--- config.mk ---
export PLATFORM = sky130hd
export DESIGN_NAME = instr_fetch
export DESIGN_NICKNAME = d
export VERILOG_FILES = /design/src/rtl/cpu_pkg.sv /design/src/rtl/instr_fetch.sv
export SDC_FILE = /design/constraint.sdc
export NUM_CORES = 1
export LEC_CHECK = 0
export ABC_AREA = 1
export CORE_ASPECT_RATIO = 1.75
export CORE_MARGIN = 5
export CORE_UTILIZATION = 51
export CTS_CLUSTER_SIZE = 28
export DETAILED_ROUTE_END_ITERATION = 10
export PLACE_DENSITY = 0.85
export SLEW_MARGIN = 20
export SYNTH_ARGS = -nofsm -noshare
export SYNTH_HDL_FRONTEND = slang
export SYNTH_SLANG_ARGS = --single-unit
--- constraint.sdc ---
create_clock -name clk_in -period 3.93 [get_ports clk_in]
set_clock_uncertainty 0.15 [all_clocks]
set_input_delay 0.9825 -clock clk_in [delete_from_list [all_inputs] [get_ports clk_in]]
set_output_delay 0.9825 -clock clk_in [all_outputs]
set_load 0.005 [all_outputs]
--- src/rtl/cpu_pkg.sv ---
// Shared CPU definitions: instruction constants, reset PC and fetch FSM encoding.
package cpu_pkg;

  localparam int unsigned XLEN             = 32;
  localparam int unsigned MEM_WORDS_DEF    = 3000;
  localparam int unsigned IDX_W_DEF        = 12;
  localparam logic [31:0] NOP_INSTR        = 32'h0000_0013;
  localparam logic [31:0] RESET_PC_DEFAULT = 32'h0000_0000;

  typedef enum logic [1:0] {
    FETCH = 2'd0,
    WAIT  = 2'd1,
    HOLD  = 2'd2,
    FAULT = 2'd3
  } fetch_state_e;

  // A fetch address must be word aligned and fall inside the RAM.
  function automatic logic pc_is_legal(input logic [31:0] pc, input int unsigned words);
    return (pc[1:0] == 2'b00) && (pc[31:2] < 30'(words));
  endfunction

endpackage

--- src/rtl/instr_fetch.sv ---
// Instruction fetch stage: owns the PC, reads the shared block RAM one word at a
// time and presents each instruction to execute through a valid/ready handshake.
module instr_fetch
  import cpu_pkg::*;
#(
  parameter int unsigned MEM_WORDS = MEM_WORDS_DEF,
  parameter int unsigned IDX_W     = IDX_W_DEF,
  parameter logic [31:0] RESET_PC  = RESET_PC_DEFAULT
) (
  input  logic             clk_in,
  input  logic             reset,
  input  logic             step_en,
  output logic             mem_ren,
  output logic [IDX_W-1:0] mem_idx,
  input  logic [31:0]      mem_rdata,
  input  logic             redirect_valid,
  input  logic [31:0]      redirect_pc,
  output logic             out_valid,
  input  logic             out_ready,
  output logic [31:0]      out_ir,
  output logic [31:0]      out_pc,
  output logic             fault
);

  fetch_state_e state_q, state_d;
  logic [31:0]  pc_q, pc_d;
  logic         out_valid_d;
  logic [31:0]  out_ir_d;
  logic [31:0]  out_pc_d;
  logic         fault_d;
  logic         pc_legal;

  assign mem_idx  = pc_q[IDX_W+1:2];
  assign pc_legal = pc_is_legal(pc_q, MEM_WORDS);

  // State, PC and output registers.
  always_ff @(posedge clk_in) begin
    if (reset) begin
      state_q   <= FETCH;
      pc_q      <= RESET_PC;
      out_valid <= 1'b0;
      out_ir    <= NOP_INSTR;
      out_pc    <= RESET_PC;
      fault     <= 1'b0;
    end else begin
      state_q   <= state_d;
      pc_q      <= pc_d;
      out_valid <= out_valid_d;
      out_ir    <= out_ir_d;
      out_pc    <= out_pc_d;
      fault     <= fault_d;
    end
  end

  // Next-state logic; a redirect outranks everything except a latched fault.
  always_comb begin
    state_d     = state_q;
    pc_d        = pc_q;
    out_valid_d = out_valid;
    out_ir_d    = out_ir;
    out_pc_d    = out_pc;
    fault_d     = fault;
    mem_ren     = 1'b0;

    unique case (state_q)
      FETCH: begin
        if (redirect_valid) begin
          pc_d = redirect_pc;
        end else if (!pc_legal) begin
          state_d = FAULT;
          fault_d = 1'b1;
        end else if (step_en) begin
          mem_ren = 1'b1;
          state_d = WAIT;
        end
      end

      WAIT: begin
        if (redirect_valid) begin
          // RAM data arriving this cycle belongs to the abandoned path.
          pc_d        = redirect_pc;
          out_valid_d = 1'b0;
          state_d     = FETCH;
        end else begin
          out_ir_d    = mem_rdata;
          out_pc_d    = pc_q;
          out_valid_d = 1'b1;
          state_d     = HOLD;
        end
      end

      HOLD: begin
        if (redirect_valid) begin
          pc_d        = redirect_pc;
          out_valid_d = 1'b0;
          state_d     = FETCH;
        end else if (out_ready) begin
          pc_d        = pc_q + 32'd4;
          out_valid_d = 1'b0;
          state_d     = FETCH;
        end
      end

      FAULT: begin
        fault_d     = 1'b1;
        out_valid_d = 1'b0;
      end

      default: begin
        state_d = FETCH;
      end
    endcase
  end

endmodule

==> summary.md <==
| Metric | Value |
|---|---|
| Yosys cell types | `34` |
| Antenna violations before repair | `0` |
| Tot GR Track Use | `0.264` |
| Post-DR wirelength/cell | `approximately 16 µm` |
| Die Y | `141 µm` |
| Resized Gates After CTS | `0` |
| Drt drc | `0` |
| Upper clock frequency limit | `between 200 and 300 MHz` |
| Die area | `about 12000 µm²` |
| Synth top area share | `0.401` |
| Clock sink count | `100` |
| Final instance area | `6710 µm²` |
| Storage element area | `between 2000 and 2500 µm²` |
| Pwr dens | `slightly below 600 nW/µm²` |
| Status | `completed` |
| P_int | `around 2.4 mW` |
| Reg clk slew, reported paths | `around 0.070 ns` |
| Pwr Total | `3.91 mW` |
| Area leader, netlist | `dfxtp_1` |
| CP Launch Type | `primary input` |
| CP endpoint kind | `output pin` |
| Post-route setup slack | `roughly 0.28 ns` |
| Total core area | `9530 µm²` |
| RSZ-0062 raised after global routing | `no` |
| Seq/Total Area, Yosys | `0.401` |
| Drt first pass iters | `5` |
| Count of pins over their slew limit | `0` |
| Synth cell count leaders | `nor2_1, nand2_1, dfxtp_1, o21ai_0, a21oi_1` |
| Worst path arrival time | `2.52 ns` |
| Routed vias | `5386` |
| Post-synth EDFFs | `0` |
| I/O pin count | `roughly 150` |
| Inserted Clock Buffers | `9` |
| Final Hold Vio Count | `0` |
| CTS tree | `done` |
| Total net switching power | `1.50 mW` |
| Worst slew pin tran | `roughly 0.95 ns` |
| Clk Latency, worst-skew pair | `between 0.3 and 0.4 ns` |
| Die Wd | `about 85 µm` |
| Initial Util | `0.525` |
| Most common cell in the netlist | `nor2_1` |
| Area contributors post-synth | `dfxtp_1, nor2_1, nand2_1` |
| Gp weighted congestion | `0.924` |
| FF+latch count, synth | `100` |
| Site Rows | `47` |
| Final #Nets | `about 950` |
| Combinational share of power | `0.381` |
| Worst hold margin | `around 0.30 ns` |
| Setup WS pre-CTS | `around 0.33 ns` |
| Avg Inst Size Synth | `roughly 6.6 µm²` |
| Antenna Nets Post-Route | `0` |
| Vias in the first global route | `5225` |
| Global-route wire length before repair | `between 20000 and 30000 µm` |
| Sw frac | `0.383` |
| Clock share of power | `0.226` |
| Synth Instances | `760` |
| Fillers | `829` |
| Worst Hold Class | `reg2reg` |
| Worst slew margin | `0.369` |
| Leak | `~2.6 nW` |
| Post-synth top flop | `dfxtp_1` |
| ANT cells | `0` |
| Post-Route WL | `between 15000 and 20000 µm` |
| # port buffers | `between 100 and 150` |
| Crit path max fanout | `5` |
| Final setup viols | `0` |
| Post-CTS Setup Bufs | `0` |
| Area of the multi-input gates | `2590 µm²` |
| Synth-to-Final Area Change | `34.3%` |
| DRT iter0 DRCs | `roughly 320` |
| Async S/R FF share, synth | `0` |
| Max-cap viol count | `0` |
| Worst ir drop on vdd | `roughly 390 µV` |
| Final Cycle Share | `0.930` |
| H-tree Lvls | `3` |
| Vias per std cell | `5.36` |
| Synth Cell Area | `about 5000 µm²` |
| Clock Tree Buf Depth | `2` |
| Post-layout min period | `roughly 3.7 ns` |
| Share of power burned in registers | `0.393` |
| Setup TNS | `0 ns` |
| Cts hold-fix bufs | `0` |
| Largest net degree at the start of global routing | `85` |
| Grt ovf | `0` |
| Root buffer cell | `clkbuf_16` |
| Layout cells sized above 1 | `0.0590` |
| Crit path kind | `in2out` |
| Synth warn | `0` |
| Post-DP HPWL | `12100 µm` |
| Post-Syn Nets | `roughly 840` |
| Placement Cell Area | `~6400 µm²` |
| Required time worst endpoint | `approximately 2.8 ns` |
power groups by stage:
stage	Clock, mW	Sequential (mW)	Combinational [mW]
5_1_grt	0.933	1.57	1.64
3_5_place_dp	0	1.55	1.48
6_report	0.881	1.54	1.49
4_1_cts	0.884	1.53	1.50
2_1_floorplan	0	1.50	0.834
3_3_place_gp	0	1.54	1.43
worst paths after layout:
check	to	cells past startpoint	start	slack, ns
hold reg to reg	fault	2	fault	0.30
hold / removal	fault	2	fault	0.30
setup / recovery	mem_ren	5	redirect_valid	0.28
setup reg to reg	pc_q[11]	8	state_q[0]	1.47
per-stage QoR:
stage	instances	utilization
final	1004	0.705
after global placement	988	0.674
after detailed placement	988	0.674
after global routing	1004	0.705
after floorplan	760	-
after CTS	1004	0.705
state kept, by name, summed over array words and instances, names as in the netlist:
register	flops
out_ir	32
out_pc	32
pc_q	32
state_q	2
fault	1
out_valid	1
cell usage in the layout (no fill, tap or decap), types with 4 or more instances in the layout:
cell,count
o21ai_1,7
inv_1,32
inv_2,9
nand3_1,37
or2_0,5
a21oi_1,52
clkbuf_16,9
dfxtp_1,100
nand4_1,5
nor2_2,7
nand2_1,156
o21ai_0,76
nor3_1,4
buf_4,6
clkdlybuf4s50_1,147
nand2_2,5
ha_1,7
nor2_4,6
nor2_1,188
critical path, stage by stage:
cell and delay, ns:
clkdlybuf4s50_1 0.52, inv_2 0.13, nand2_1 0.05, nor3_1 0.25, clkdlybuf4s50_1 0.58
routing by layer:
| metal | vias up | share of wire | global-route usage |
|---|---|---|---|
| met4 | 0 | 0.072 | 0.188 |
| met5 | - | 0 | 0 |
| li1 | 2655 | - | - |
| met3 | 56 | 0.064 | 0.0730 |
| met1 | 2472 | 0.35 | 0.248 |
| met2 | 203 | 0.52 | 0.479 |
area by class of cell:
| class | instances | area share |
|---|---|---|
| Clock buffer | 9 | 0.0336 |
| Inverter | 42 | 0.0235 |
| Sequential cell | 100 | 0.298 |
| Clock inverter | 7 | 0.0101 |
| Multi-Input combinational cell | 571 | 0.386 |
| Tap cell | 122 | 0.0227 |
| Timing Repair Buffer | 153 | 0.226 |
kinds of logic (layout without fill, tap and decap cells):
kind of cell             count (synthesis)  in the layout  synth area share
buffers and inverters                   89            211            0.0824
AND/OR/NAND/NOR                        418            418             0.347
XOR/XNOR                                 2              2           0.00351
flip-flops                             100            100             0.401
adder cells (fa/ha/maj)                  7              7            0.0175
AO/OA/AOI/OAI                          144            144             0.149
Note: power is estimated with default switching activity, not from simulation.
